## src/rtl/proc_ctrl_pkg.sv

```systemverilog
// Shared types and constants for the process-control sequencing blocks.
package proc_ctrl_pkg;

    typedef enum logic [1:0] {
        IDLE  = 2'd0,
        GRANT = 2'd1,
        GAP   = 2'd2
    } state_t;

    localparam int          NUM_CH   = 4;
    localparam logic [2:0]  SEL_NONE = 3'd0;

    // Decoder select code for a channel: channel i is presented as i+1, 0 means none.
    function automatic logic [2:0] sel_code(input logic [1:0] idx);
        return {1'b0, idx} + 3'd1;
    endfunction

endpackage

```

## src/rtl/button_turn_scheduler_rr_pick4.sv

```systemverilog
// Combinational four-way round-robin picker: first requester strictly after last.
module rr_pick4
    import proc_ctrl_pkg::*;
(
    input  logic [3:0] req,
    input  logic [1:0] last,
    output logic       valid,
    output logic [1:0] idx
);

    logic [1:0] start;
    logic [3:0] rot;

    assign start = last + 2'd1;

    // rot[k] is the request of the channel k positions after the starting channel.
    genvar gi;
    generate
        for (gi = 0; gi < NUM_CH; gi++) begin : g_rot
            assign rot[gi] = req[start + 2'(gi)];
        end
    endgenerate

    always_comb begin
        valid = |rot;
        idx   = start;
        for (int k = NUM_CH - 1; k >= 0; k--) begin
            if (rot[k]) begin
                idx = start + 2'(k);
            end
        end
    end

endmodule

```

## src/rtl/button_turn_scheduler.sv

```systemverilog
// Round-robin turn scheduler driving the button decoder select and registered button bus.
module button_turn_scheduler
    import proc_ctrl_pkg::*;
#(
    parameter int TURN_CYCLES = 16
) (
    input  logic       clk,
    input  logic       rst,
    input  logic [3:0] req,
    input  logic [3:0] done,
    input  logic [2:0] buttons,
    output logic [2:0] select,
    output logic [3:0] grant,
    output logic [2:0] btn_out,
    output logic       busy,
    output logic       timeout
);

    localparam logic [7:0] TURN_LOAD = 8'(TURN_CYCLES - 1);

    state_t     state_reg, state_next;
    logic [1:0] last_reg, last_next;
    logic [7:0] cnt_reg, cnt_next;
    logic [3:0] grant_reg, grant_next;
    logic [2:0] select_reg, select_next;
    logic [2:0] btn_reg, btn_next;
    logic       busy_reg, busy_next;
    logic       timeout_reg, timeout_next;

    logic       pick_valid;
    logic [1:0] pick_idx;

    rr_pick4 u_pick (
        .req   (req),
        .last  (last_reg),
        .valid (pick_valid),
        .idx   (pick_idx)
    );

    always_ff @(posedge clk or negedge rst) begin
        if (!rst) begin
            state_reg   <= IDLE;
            last_reg    <= 2'd3;
            cnt_reg     <= 8'd0;
            grant_reg   <= 4'd0;
            select_reg  <= SEL_NONE;
            btn_reg     <= 3'd0;
            busy_reg    <= 1'b0;
            timeout_reg <= 1'b0;
        end else begin
            state_reg   <= state_next;
            last_reg    <= last_next;
            cnt_reg     <= cnt_next;
            grant_reg   <= grant_next;
            select_reg  <= select_next;
            btn_reg     <= btn_next;
            busy_reg    <= busy_next;
            timeout_reg <= timeout_next;
        end
    end

    // While granted, last_reg already holds the current holder's index.
    always_comb begin
        state_next   = state_reg;
        last_next    = last_reg;
        cnt_next     = cnt_reg;
        grant_next   = grant_reg;
        select_next  = select_reg;
        btn_next     = btn_reg;
        busy_next    = busy_reg;
        timeout_next = 1'b0;
        case (state_reg)
            IDLE: begin
                if (pick_valid) begin
                    grant_next  = 4'b0001 << pick_idx;
                    select_next = sel_code(pick_idx);
                    last_next   = pick_idx;
                    cnt_next    = TURN_LOAD;
                    busy_next   = 1'b1;
                    state_next  = GRANT;
                end
            end
            GRANT: begin
                if (done[last_reg] || !req[last_reg] || (cnt_reg == 8'd0)) begin
                    // Only a turn that was neither completed nor withdrawn counts as a timeout.
                    timeout_next = !done[last_reg] && req[last_reg];
                    grant_next   = 4'd0;
                    select_next  = SEL_NONE;
                    btn_next     = 3'd0;
                    busy_next    = 1'b0;
                    state_next   = GAP;
                end else begin
                    cnt_next = cnt_reg - 8'd1;
                    btn_next = buttons;
                end
            end
            GAP: begin
                state_next = IDLE;
            end
            default: begin
                state_next  = IDLE;
                grant_next  = 4'd0;
                select_next = SEL_NONE;
                btn_next    = 3'd0;
                busy_next   = 1'b0;
            end
        endcase
    end

    assign select  = select_reg;
    assign grant   = grant_reg;
    assign btn_out = btn_reg;
    assign busy    = busy_reg;
    assign timeout = timeout_reg;

endmodule

```

## config.mk

```make
export PLATFORM = sky130hd
export DESIGN_NAME = button_turn_scheduler
export DESIGN_NICKNAME = d
export VERILOG_FILES = /design/src/rtl/proc_ctrl_pkg.sv /design/src/rtl/button_turn_scheduler_rr_pick4.sv /design/src/rtl/button_turn_scheduler.sv
export SDC_FILE = /design/constraint.sdc
export NUM_CORES = 1
export LEC_CHECK = 0
export BUFFER_PORTS_ARGS = -buffer_cell sky130_fd_sc_hd__buf_2
export CAP_MARGIN = 20
export CORE_MARGIN = 2
export CORE_UTILIZATION = 45
export DETAILED_ROUTE_END_ITERATION = 10
export PLACE_DENSITY = 0.68
export SKIP_CTS_REPAIR_TIMING = 1
export SYNTH_ARGS = -nofsm -noshare
export SYNTH_HDL_FRONTEND = slang
export SYNTH_SLANG_ARGS = --single-unit
```

## constraint.sdc

```tcl
create_clock -name clk -period 3.4 [get_ports clk]
set_input_delay 0.34 -clock clk [delete_from_list [all_inputs] [get_ports clk]]
set_output_delay 0.34 -clock clk [all_outputs]
set_load 0.03 [all_outputs]
```

## Word level (Yosys, flattened, before mapping)

Index checks and enable logic that the tools add are counted.

- Reduce and logical (&&, ||, !) cells: 14
- Order comparisons: 5
- $add $sub $neg: 6
- Shifts and indexed selects: 1
- Muxes and demuxes: 35
- Eq/ne operators: 5
- Bitwise gates (word level): 1

Operator list:

| kind | count |
|---|---|
| 8-bit two-way mux | 2 |
| 8-bit case mux with 2 select lines | 1 |
| 2-bit by 3-bit < comparator with 1-bit output (second input constant) | 5 |
| 1-bit binary-select mux with 2-bit select | 6 |
| 2-bit two-way mux | 6 |
| 4-bit case mux with 3 select lines | 1 |
| 1-bit two-way mux | 10 |
| 3-bit two-way mux | 3 |
| 3-bit case mux with 3 select lines | 1 |
| 8-bit logical NOT | 1 |
| 4-bit two-way mux | 2 |
| 8-bit by 1-bit subtractor with 8-bit output (second input constant) | 1 |
| 2-bit inequality test (second input constant) | 3 |
| 3-bit case mux with 2 select lines | 1 |
| 3-bit AND reduction | 2 |
| 2-bit by 1-bit adder with 2-bit output (second input constant) | 2 |
| 2-bit adder (second input constant) | 2 |
| 2-bit case mux with 2 select lines | 1 |
| 2-bit AND reduction | 2 |
| 4-bit OR reduction | 1 |
| 1-bit by 2-bit << shifter with 4-bit output (first input constant) | 1 |
| 2-bit by 1-bit adder with 3-bit output (second input constant) | 1 |
| 1-bit case mux with 3 select lines | 1 |
| 2-bit by 1-bit equality test with 1-bit output (second input constant) | 1 |
| other kinds (8) | 10 |

- Output and inout bits: 12
- Logic and storage cells: 75
- Bits of input ports: 13
- Bits in registers: 24

## Logic depth before layout (Yosys ltp)

Gate-level depths: netlist of the first run.

- Word-level depth: 11
- Mapped depth: 8
- Depth with buffers taken out: 7

## Cells and area by module

From an unflattened synthesis of the first run, not the netlist that was laid out.

- Cells, all modules: 128
- Area total of the unflattened synthesis: 1,337.5 um^2

Modules (own cells, without submodules):

| module | cells an instance | area each (um^2) | sequential area each (um^2) | instances |
|---|---|---|---|---|
| button_turn_scheduler | 110 | 1,226.2 | 578.1 | 1 |
| rr_pick4 | 18 | 111.4 | 0.0 | 1 |

## Worst setup path after synthesis of the first run

OpenSTA, ideal clock, no wires.

- Path kind: reg-to-reg
- Start: register last_reg[0]
- End: register cnt_reg[2]
- Setup time: 0.134 ns
- Clock period less this slack: 1.861 ns
- Slack: 1.539 ns
- Path buffers: 2
- Stages on the path, launching flop included: 7
- Required time: 3.266 ns
- Data arrival time: 1.727 ns
- Path through: dfstp_2 -> buf_2 -> mux4_2 -> and2_4 -> buf_6 -> a211oi_2 -> a31oi_1

- Cells in the longest elaborated chain, start to end: 7
- Elaborated cells between the ends (all ways): 23
- Classes of those cells: add/sub: 4; eq/ne: 2; mux: 12; reduce/logical: 5

Ends and longest elaborated chain:

| item | RTL line | source |
|---|---|---|
| start, declared | button_turn_scheduler.sv:22 | `logic [1:0] last_reg, last_next;` |
| start signal, assigned | button_turn_scheduler.sv:52 | `last_reg <= last_next;` |
| 2-bit by 1-bit adder with 2-bit output / 1-bit binary-select mux with 2-bit select (equally long branches) | button_turn_scheduler_rr_pick4.sv:14, button_turn_scheduler.sv:84 |  |
| 2-bit by 1-bit adder with 2-bit output (tied with other cells) | button_turn_scheduler_rr_pick4.sv:20 | `assign rot[gi] = req[start + 2'(gi)];` |
| 1-bit binary-select mux with 2-bit select / 1-bit logical NOT (equally long branches) | button_turn_scheduler_rr_pick4.sv:20, button_turn_scheduler.sv:84 |  |
| 1-bit two-way mux (not written as such) / 1-bit logical OR (equally long branches) | button_turn_scheduler_rr_pick4.sv:20, button_turn_scheduler.sv:84 |  |
| 4-bit OR reduction / 1-bit logical OR (equally long branches) | button_turn_scheduler_rr_pick4.sv:25, button_turn_scheduler.sv:84 |  |
| 2-bit inequality test (no source line) | -- |  |
| 3-bit AND reduction (no source line) (*) | -- |  |
| end signal, assigned | button_turn_scheduler.sv:53 | `cnt_reg <= cnt_next;` |
| end, declared | button_turn_scheduler.sv:23 | `logic [7:0] cnt_reg, cnt_next;` |

Mark *: on every way between the ends. The rest lies on a longest branch, timed or not. The select of a mux whose other input is x is not followed.
A chain may end at the register's enable or synchronous reset.

## Final worst setup path of the first run

- Start: register cnt_reg[0]
- End: register cnt_reg[7]

- Cells in the longest elaborated chain, start to end: 4
- Elaborated cells between the ends (all ways): 7
- Classes of those cells: add/sub: 1; eq/ne: 1; mux: 2; reduce/logical: 3

Ends and longest elaborated chain:

| item |
|---|
| parallel branches: the longest is 4 deep, another holds 8-bit by 1-bit subtractor with 8-bit output |

Parallel ways; which one is timed is not known. The select of a mux whose other input is x is not followed.

==> key figures, run 1 <==
Setup path
  • Peak per-stage delay on the critical path: between 0.4 and 0.5 ns
  • WP buf/inv: 1
  • CP required: about 3.6 ns
  • Delay-heaviest family, CP: simple AND/OR/NAND/NOR gates
  • Crit path max-delay cell type: dfrtp_1
  • Worst setup SP type: flip-flop
  • Crit end category: flip-flop
  • Crit Path Max Fanout: 6
  • Crit-path cells: inv_1, ha_1, nor3b_1, a21oi_1, nand2_2, or3_1, a21oi_1
  • Critical path arrival: ~2.2 ns
  • Crit Path Class: reg2reg
  • Crit-path most repeated cell: a21oi_1

STA
  • Fin crit period: between 1.5 and 2 ns
  • Slew HR: 0.6622
  • Setup TNS: 0 ns
  • Setup Skew: 0.003278 ns
  • RSZ-0062 raised after global routing: no
  • Final Slew Violations: 0
  • Post-route clock period utilization: 0.5685
  • Final setup fails: 0
  • Final hold viol count: 0
  • Max Freq: between 500 and 600 MHz
  • Worst-Margin Slew: roughly 0.51 ns

Cells and area
  • Share of layout cells above drive strength 1: 0.2552
  • Area grow syn2layout: 14.06%
  • Filler cell count: between 200 and 250
  • Max reg flops: 8
  • Post-Layout Cell Count: ~180
  • Final net count: around 160
  • Antenna Cells: 0

Die
  • IO Pins: 25
  • Starting density of the core: 0.4778
  • Core box area: around 0.0025 mm2
  • Chip width: between 50 and 60 um
  • Cell row count: 18
  • Die ar.: between 0.003 and 0.004 mm2
  • Die Ht: roughly 55 um

Power and ir drop
  • Sequential power share: 0.417
  • P per Cell Area: ~800 mW/mm2
  • Clock share of power: 0.120
  • Combinational share of power: 0.463
  • Leak Pwr: roughly 0.67 nW
  • Switching power: 0.0004700 W
  • Power Total: 0.001053 W
  • Power Internal: roughly 0.00058 W
  • Sw frac: 0.4465
  • Peak supply drop: ~0.52 mV

Yosys
  • Post-synth top cells: 21 x dfrtp_1, 14 x nand2_1, 8 x nor2_1, 7 x a21oi_1
  • Cells after Synth: approximately 120
  • Most common cell in the netlist: dfrtp_1
  • Synth Area in XOR/XNOR: 0.02960
  • Synth Net Count: around 140
  • Simple-Gate Fraction of Synth Area: 0.2178
  • Synth Register Bits: 23
  • Number of distinct library cells after synthesis: a little over 40
  • Synth Flop Type: dfrtp_1
  • Largest cells by area after synthesis: dfrtp_1 44%, dfstp_2 4.4%, nand2_1 4.4%
  • Multiplexer share of the synthesized area: 0.03594
  • Syn_area_per_cell: slightly below 10 um2
  • Synth warnings: 0
  • Post-synth top area cell: dfrtp_1
  • Main combinational cell family by area after synthesis: simple AND/OR/NAND/NOR gates
  • Asr flop ratio synth: 1.000
  • Part of the Yosys area used for sequential elements: 0.4884
  • Compound-Gate Fraction of Synth Area: 0.1575
  • Cell area after synthesis: between 0.001 and 0.0015 mm2
  • Adder-Cell Fraction of Synth Area: 0.02114
  • Count of flip-flops with a built-in enable after synthesis: 0
  • Top cell type's share of synthesized area: 0.4440

Global routing
  • Largest net degree at the start of global routing: 24
  • First-pass GRT wire length: 4271 um
  • Tot GR Track Use: 0.1750
  • Vias in the first global route: 937
  • GRT Residual Overflow: 0
  • Initial antenna violation count: 0

Routing
  • Via Count: 929
  • First drt pass iteration count: 4
  • Routed WL per cell: around 13 um
  • Initial drt markers: 31
  • # DRC: 0
  • Routed wire length: 2318 um
  • Post-route ant nets: 0
  • Via density: roughly 5.3

Placed design
  • Post-DP HPWL: roughly 1700 um
  • Placed cells: 170
  • Placer Congestion: ~0.75
  • Port Buffers: 24

Job
  • Max_cap viols: 0

Clock tree
  • CTS Root Cell: clkbuf_4
  • Worst-Skew Late Latency: 0.31 ns
  • CTS tree: yes
  • CTS H-tree lvls: 1
  • Clock sink count: 23
  • Clk slew on worst S/H paths: 0.13 ns
  • CTS max path bufs: 2
  • CTS Buf Count: 3

Run status
  • Outcome: completed

Worst hold path
  • Worst min path class: in2reg
-- stage by stage --
stage          utilization  hold slack [ns]  worst slack [ns]  instance area, um2
2_1_floorplan            -          0.04441             1.539                1184
3_3_place_gp        0.5298           0.3383             1.624                1313
3_5_place_dp        0.5298           0.3447             1.495                1313
4_1_cts             0.5409         -0.01459             1.467                1340
5_1_grt             0.5449           0.2116             1.310                1350
6_report            0.5449           0.2301             1.467                1350
-- final timing paths --
kind,start,end,slack (ns),depth (start not counted)
min in group asynchronous,rst,timeout,0.52,2
worst min-delay path,buttons[0],btn_out[0],0.23,3
worst min register to register,grant[1],grant[1],0.50,1
max in group asynchronous,rst,last_reg[0],2.52,2
worst max-delay path,cnt_reg[0],cnt_reg[7],1.47,7
worst max register to register,cnt_reg[0],cnt_reg[7],1.47,7
-- worst reg2reg max path, delay by kind of cell (launching register included) --
family / cells / cell delay (ns)
AOI/OAI and AO/OA: 2 / 0.48
adders and majority gates: 1 / 0.20
buffers and inverters: 1 / 0.09
DFF: 1 / 0.45
and+or+nand+nor: 3 / 0.67
-- power by group through the flow --
stage	registers (W)	clock network, W	logic, W
after global placement	0.000440	0	0.000481
after floorplan	0.000502	0	0.000310
after detailed placement	0.000444	0	0.000494
after global routing	0.000457	0.000148	0.000543
after CTS	0.000439	0.000133	0.000493
final	0.000439	0.000126	0.000488
-- layer usage --
layer,wire (um),share of wire,track usage,up-vias
li1,-,-,-,470
met1,1148,0.50,0.2382,436
met2,1075,0.46,0.2755,19
met3,80,0.035,0.03279,4
met4,14,0.0060,0.06969,0
met5,0,0,0,-
-- layout make-up --
cell class              instances  area, um2  area share
clock buffers                   3      22.52     0.01668
clock inverters                 1      5.005    0.003707
inverters                       6      22.52     0.01668
multi-input cells              86      546.8      0.4050
flip-flops and latches         23      578.1      0.4282
well taps                      30      37.54     0.02780
repair buffers                 26      137.6      0.1019
-- cell usage in the layout, fill, tap and decap left out, drive strengths merged, types with 3 or more instances in the layout --
| cell type | Yosys | final |
|---|---|---|
| a21o | 3 | 3 |
| dfrtp | 21 | 21 |
| clkbuf | 2 | 3 |
| inv | 6 | 6 |
| nor2 | 8 | 8 |
| nand2 | 15 | 15 |
| xor2 | 3 | 3 |
| nor3 | 6 | 6 |
| a21oi | 7 | 7 |
| buf | 4 | 25 |
| o21ai | 8 | 8 |
| a22o | 3 | 3 |
| nor2b | 5 | 5 |
-- kinds of logic after synthesis --
group / after synthesis
flops: 23
compound gates: 28
mux: 3
buf+inv: 12
simple gates: 49
xor+xnor: 4
fa+ha+maj: 2
(Power assumes the default switching activity.)
==> inputs of run 2 (changes only) <==
--- a/config.mk
+++ b/config.mk
@@ -10,7 +10,7 @@
 export CORE_MARGIN = 2
 export CORE_UTILIZATION = 45
 export DETAILED_ROUTE_END_ITERATION = 10
-export PLACE_DENSITY = 0.68
+export PLACE_DENSITY = 0.7
 export SKIP_CTS_REPAIR_TIMING = 1
 export SYNTH_ARGS = -nofsm -noshare
 export SYNTH_HDL_FRONTEND = slang
==> constraint.sdc (replaced) <==
create_clock -name clk -period 1.6 [get_ports clk]
set_input_delay 0.16 -clock clk [delete_from_list [all_inputs] [get_ports clk]]
set_output_delay 0.16 -clock clk [all_outputs]
set_load 0.03 [all_outputs]
==> key figures, run 2 (synthesized netlist as in run 1, its figures left out) <==
Power and ir drop
  • Peak supply drop: 1.084 mV (+110%)
  • P per Cell Area: 1644 mW/mm2 (+110%)
  • Leak Pwr: 0.7453 nW (+11%)
  • Power Total: 0.002439 W (+130%)

Die
  • Chip width: 55.29 um (unchanged)
  • Die ar.: 0.003056 mm2 (unchanged)
  • Core box area: 0.002477 mm2 (unchanged)
  • Starting density of the core: 0.4778 (unchanged)
  • Die Ht: 55.29 um (unchanged)
  • Cell row count: 18 (unchanged)
  • IO Pins: 25 (unchanged)

Global routing
  • Vias in the first global route: 1052 (+12%)
  • Tot GR Track Use: 0.1771 (+0.002071)
  • First-pass GRT wire length: 4416 um (+3.4%)
  • GRT Residual Overflow: 0 (unchanged)
  • Largest net degree at the start of global routing: 24 (unchanged)
  • Initial antenna violation count: 0 (unchanged)

Routing
  • Routed length on met2: 1149 um (+6.9%)
  • First drt pass iteration count: 4 (unchanged)
  • Routed wire length: 2422 um (+4.5%)
  • # DRC: 0 (unchanged)
  • Wire length on met3: 95 um (+19%)
  • Post-route ant nets: 0 (unchanged)
  • Via Count: 999 (+7.5%)
  • Initial drt markers: 12 (-61%)
  • Met1 wire length: 1157 um (+0.78%)
  • Top Metal Used: met4
  • Via density: 5.230 (-1.5%)
  • Routed WL per cell: 12.68 um (-4.3%)

Clock tree
  • Clock sink count: 23 (unchanged)
  • CTS H-tree lvls: 1 (unchanged)
  • CTS Root Cell: clkbuf_4
  • CTS tree: yes
  • CTS Buf Count: 3 (unchanged)
  • CTS max path bufs: 2 (unchanged)
  • Clk slew on worst S/H paths: 0.12 ns (about the same)
  • Worst-Skew Late Latency: 0.31 ns (about the same)

Setup path
  • Delay-heaviest family, CP: multiplexers
  • WP buf/inv: 0 (-1)
  • Crit Path Class: reg2reg
  • Critical path arrival: 1.91 ns (-0.26 ns)
  • Worst setup SP type: flip-flop
  • Crit-path cells: mux4_2, nand2_2, o21ai_2, a22o_1
  • Peak per-stage delay on the critical path: 0.57 ns (+0.12 ns)
  • Crit Path Max Fanout: 7 (+1)
  • Crit path max-delay cell type: mux4_2
  • Crit end category: flip-flop
  • CP required: 1.80 ns (-1.84 ns)

Cells and area
  • Commonest cells after routing, fill and taps aside: 24 x buf_2, 21 x dfrtp_1, 17 x buf_4, 14 x nand2_1, 8 x nor2_1
  • Commonest non-fill, non-tap cell in the layout: buf_2
  • Antenna Cells: 0 (unchanged)
  • Max reg flops: 8 (unchanged)
  • Share of layout cells above drive strength 1: 0.3478 (+0.09265)
  • Post-Layout Cell Count: 191 (+9.1%)
  • Multi-input logic area: 560.5 um2 (+2.5%)
  • Register Area: 578.1 um2 (unchanged)
  • Final net count: 177 (+9.9%)
  • Filler cell count: 231 (-6.1%)
  • Area grow syn2layout: 25.37%

STA
  • Setup Skew: 0.01253 ns (+0.009257 ns)
  • Final WS setup: -0.1087 ns (-1.576 ns)
  • Max Freq: 585.2 MHz (+13%)
  • Final hold viol count: 0 (unchanged)
  • Slew HR: 0.6553 (-0.006899)
  • Post-route clock period utilization: 1.068 (+0.4994)
  • Worst-Margin Slew: 0.5170 ns (+0.01035 ns)
  • Final Slew Violations: 0 (unchanged)
  • Fin crit period: 1.709 ns (-0.2243 ns)
  • WHS: 0.06678 ns (-0.1633 ns)
  • Final setup fails: 12 (+12)
  • RSZ-0062 raised after global routing: yes
  • Setup TNS: -0.7908 ns (-0.7908 ns)

Run status
  • Failing checks: negative setup slack
  • Outcome: finished with violations

Placed design
  • Post-DP HPWL: 1823 um (+4.8%)
  • Placer Congestion: 0.7919 (+5.1%)
  • Placed cells: 184 (+8.2%)
  • Port Buffers: 24 (unchanged)

Worst hold path
  • Worst min path class: in2reg

Job
  • Max_cap viols: 0 (unchanged)
## run 2: report_power, final
part / switching, W / internal (W) / leakage [nW] / total (W)
Sequential: 0.000131 / 0.000767 / 0.285 / 0.000898
Combinational: 0.000741 / 0.000533 / 0.443 / 0.00127
Clock: 0.000174 / 0.0000932 / 0.0177 / 0.000267
## run 2: tightest hold or removal path, cell delays in order
cell and delay (ns):
buf_2 0.07, nand2_1 0.04, o21ai_1 0.06
## run 2: cell type report
| type | count | share of cell area |
|---|---|---|
| clock buffer | 3 | 0.01518 |
| clock inverter | 1 | 0.003373 |
| inverter | 6 | 0.01518 |
| multi-input combinational | 86 | 0.3777 |
| sequential | 23 | 0.3895 |
| tap | 30 | 0.02530 |
| timing repair buffer | 42 | 0.1737 |
## run 2: routing by layer
layer	vias to the layer above	track usage
li1	500	-
met4	0	0.06620
met1	480	0.2310
met2	17	0.2942
met5	-	0
met3	2	0.03044
## run 2: path summary, 6_finish.rpt
path                             startpoint     endpoint  slack [ns]  depth (start not counted)
worst min-delay path             buttons[1]   btn_out[1]        0.07                          3
worst max register to register  last_reg[0]     grant[2]       -0.11                          4
worst max-delay path            last_reg[0]     grant[2]       -0.11                          4
worst min register to register         busy         busy        0.50                          1
max in group asynchronous               rst  last_reg[1]        0.89                          2
min in group asynchronous               rst      timeout        0.33                          2
## run 2: stage by stage
step | setup slack, ns | util | cell area [um2]
floorplan | -0.1826 | - | 1194
global placement | -0.06554 | 0.5737 | 1421
detailed placement | -0.1194 | 0.5737 | 1421
CTS | -0.1240 | 0.5848 | 1449
global route | -0.1733 | 0.5990 | 1484
finish | -0.1087 | 0.5990 | 1484
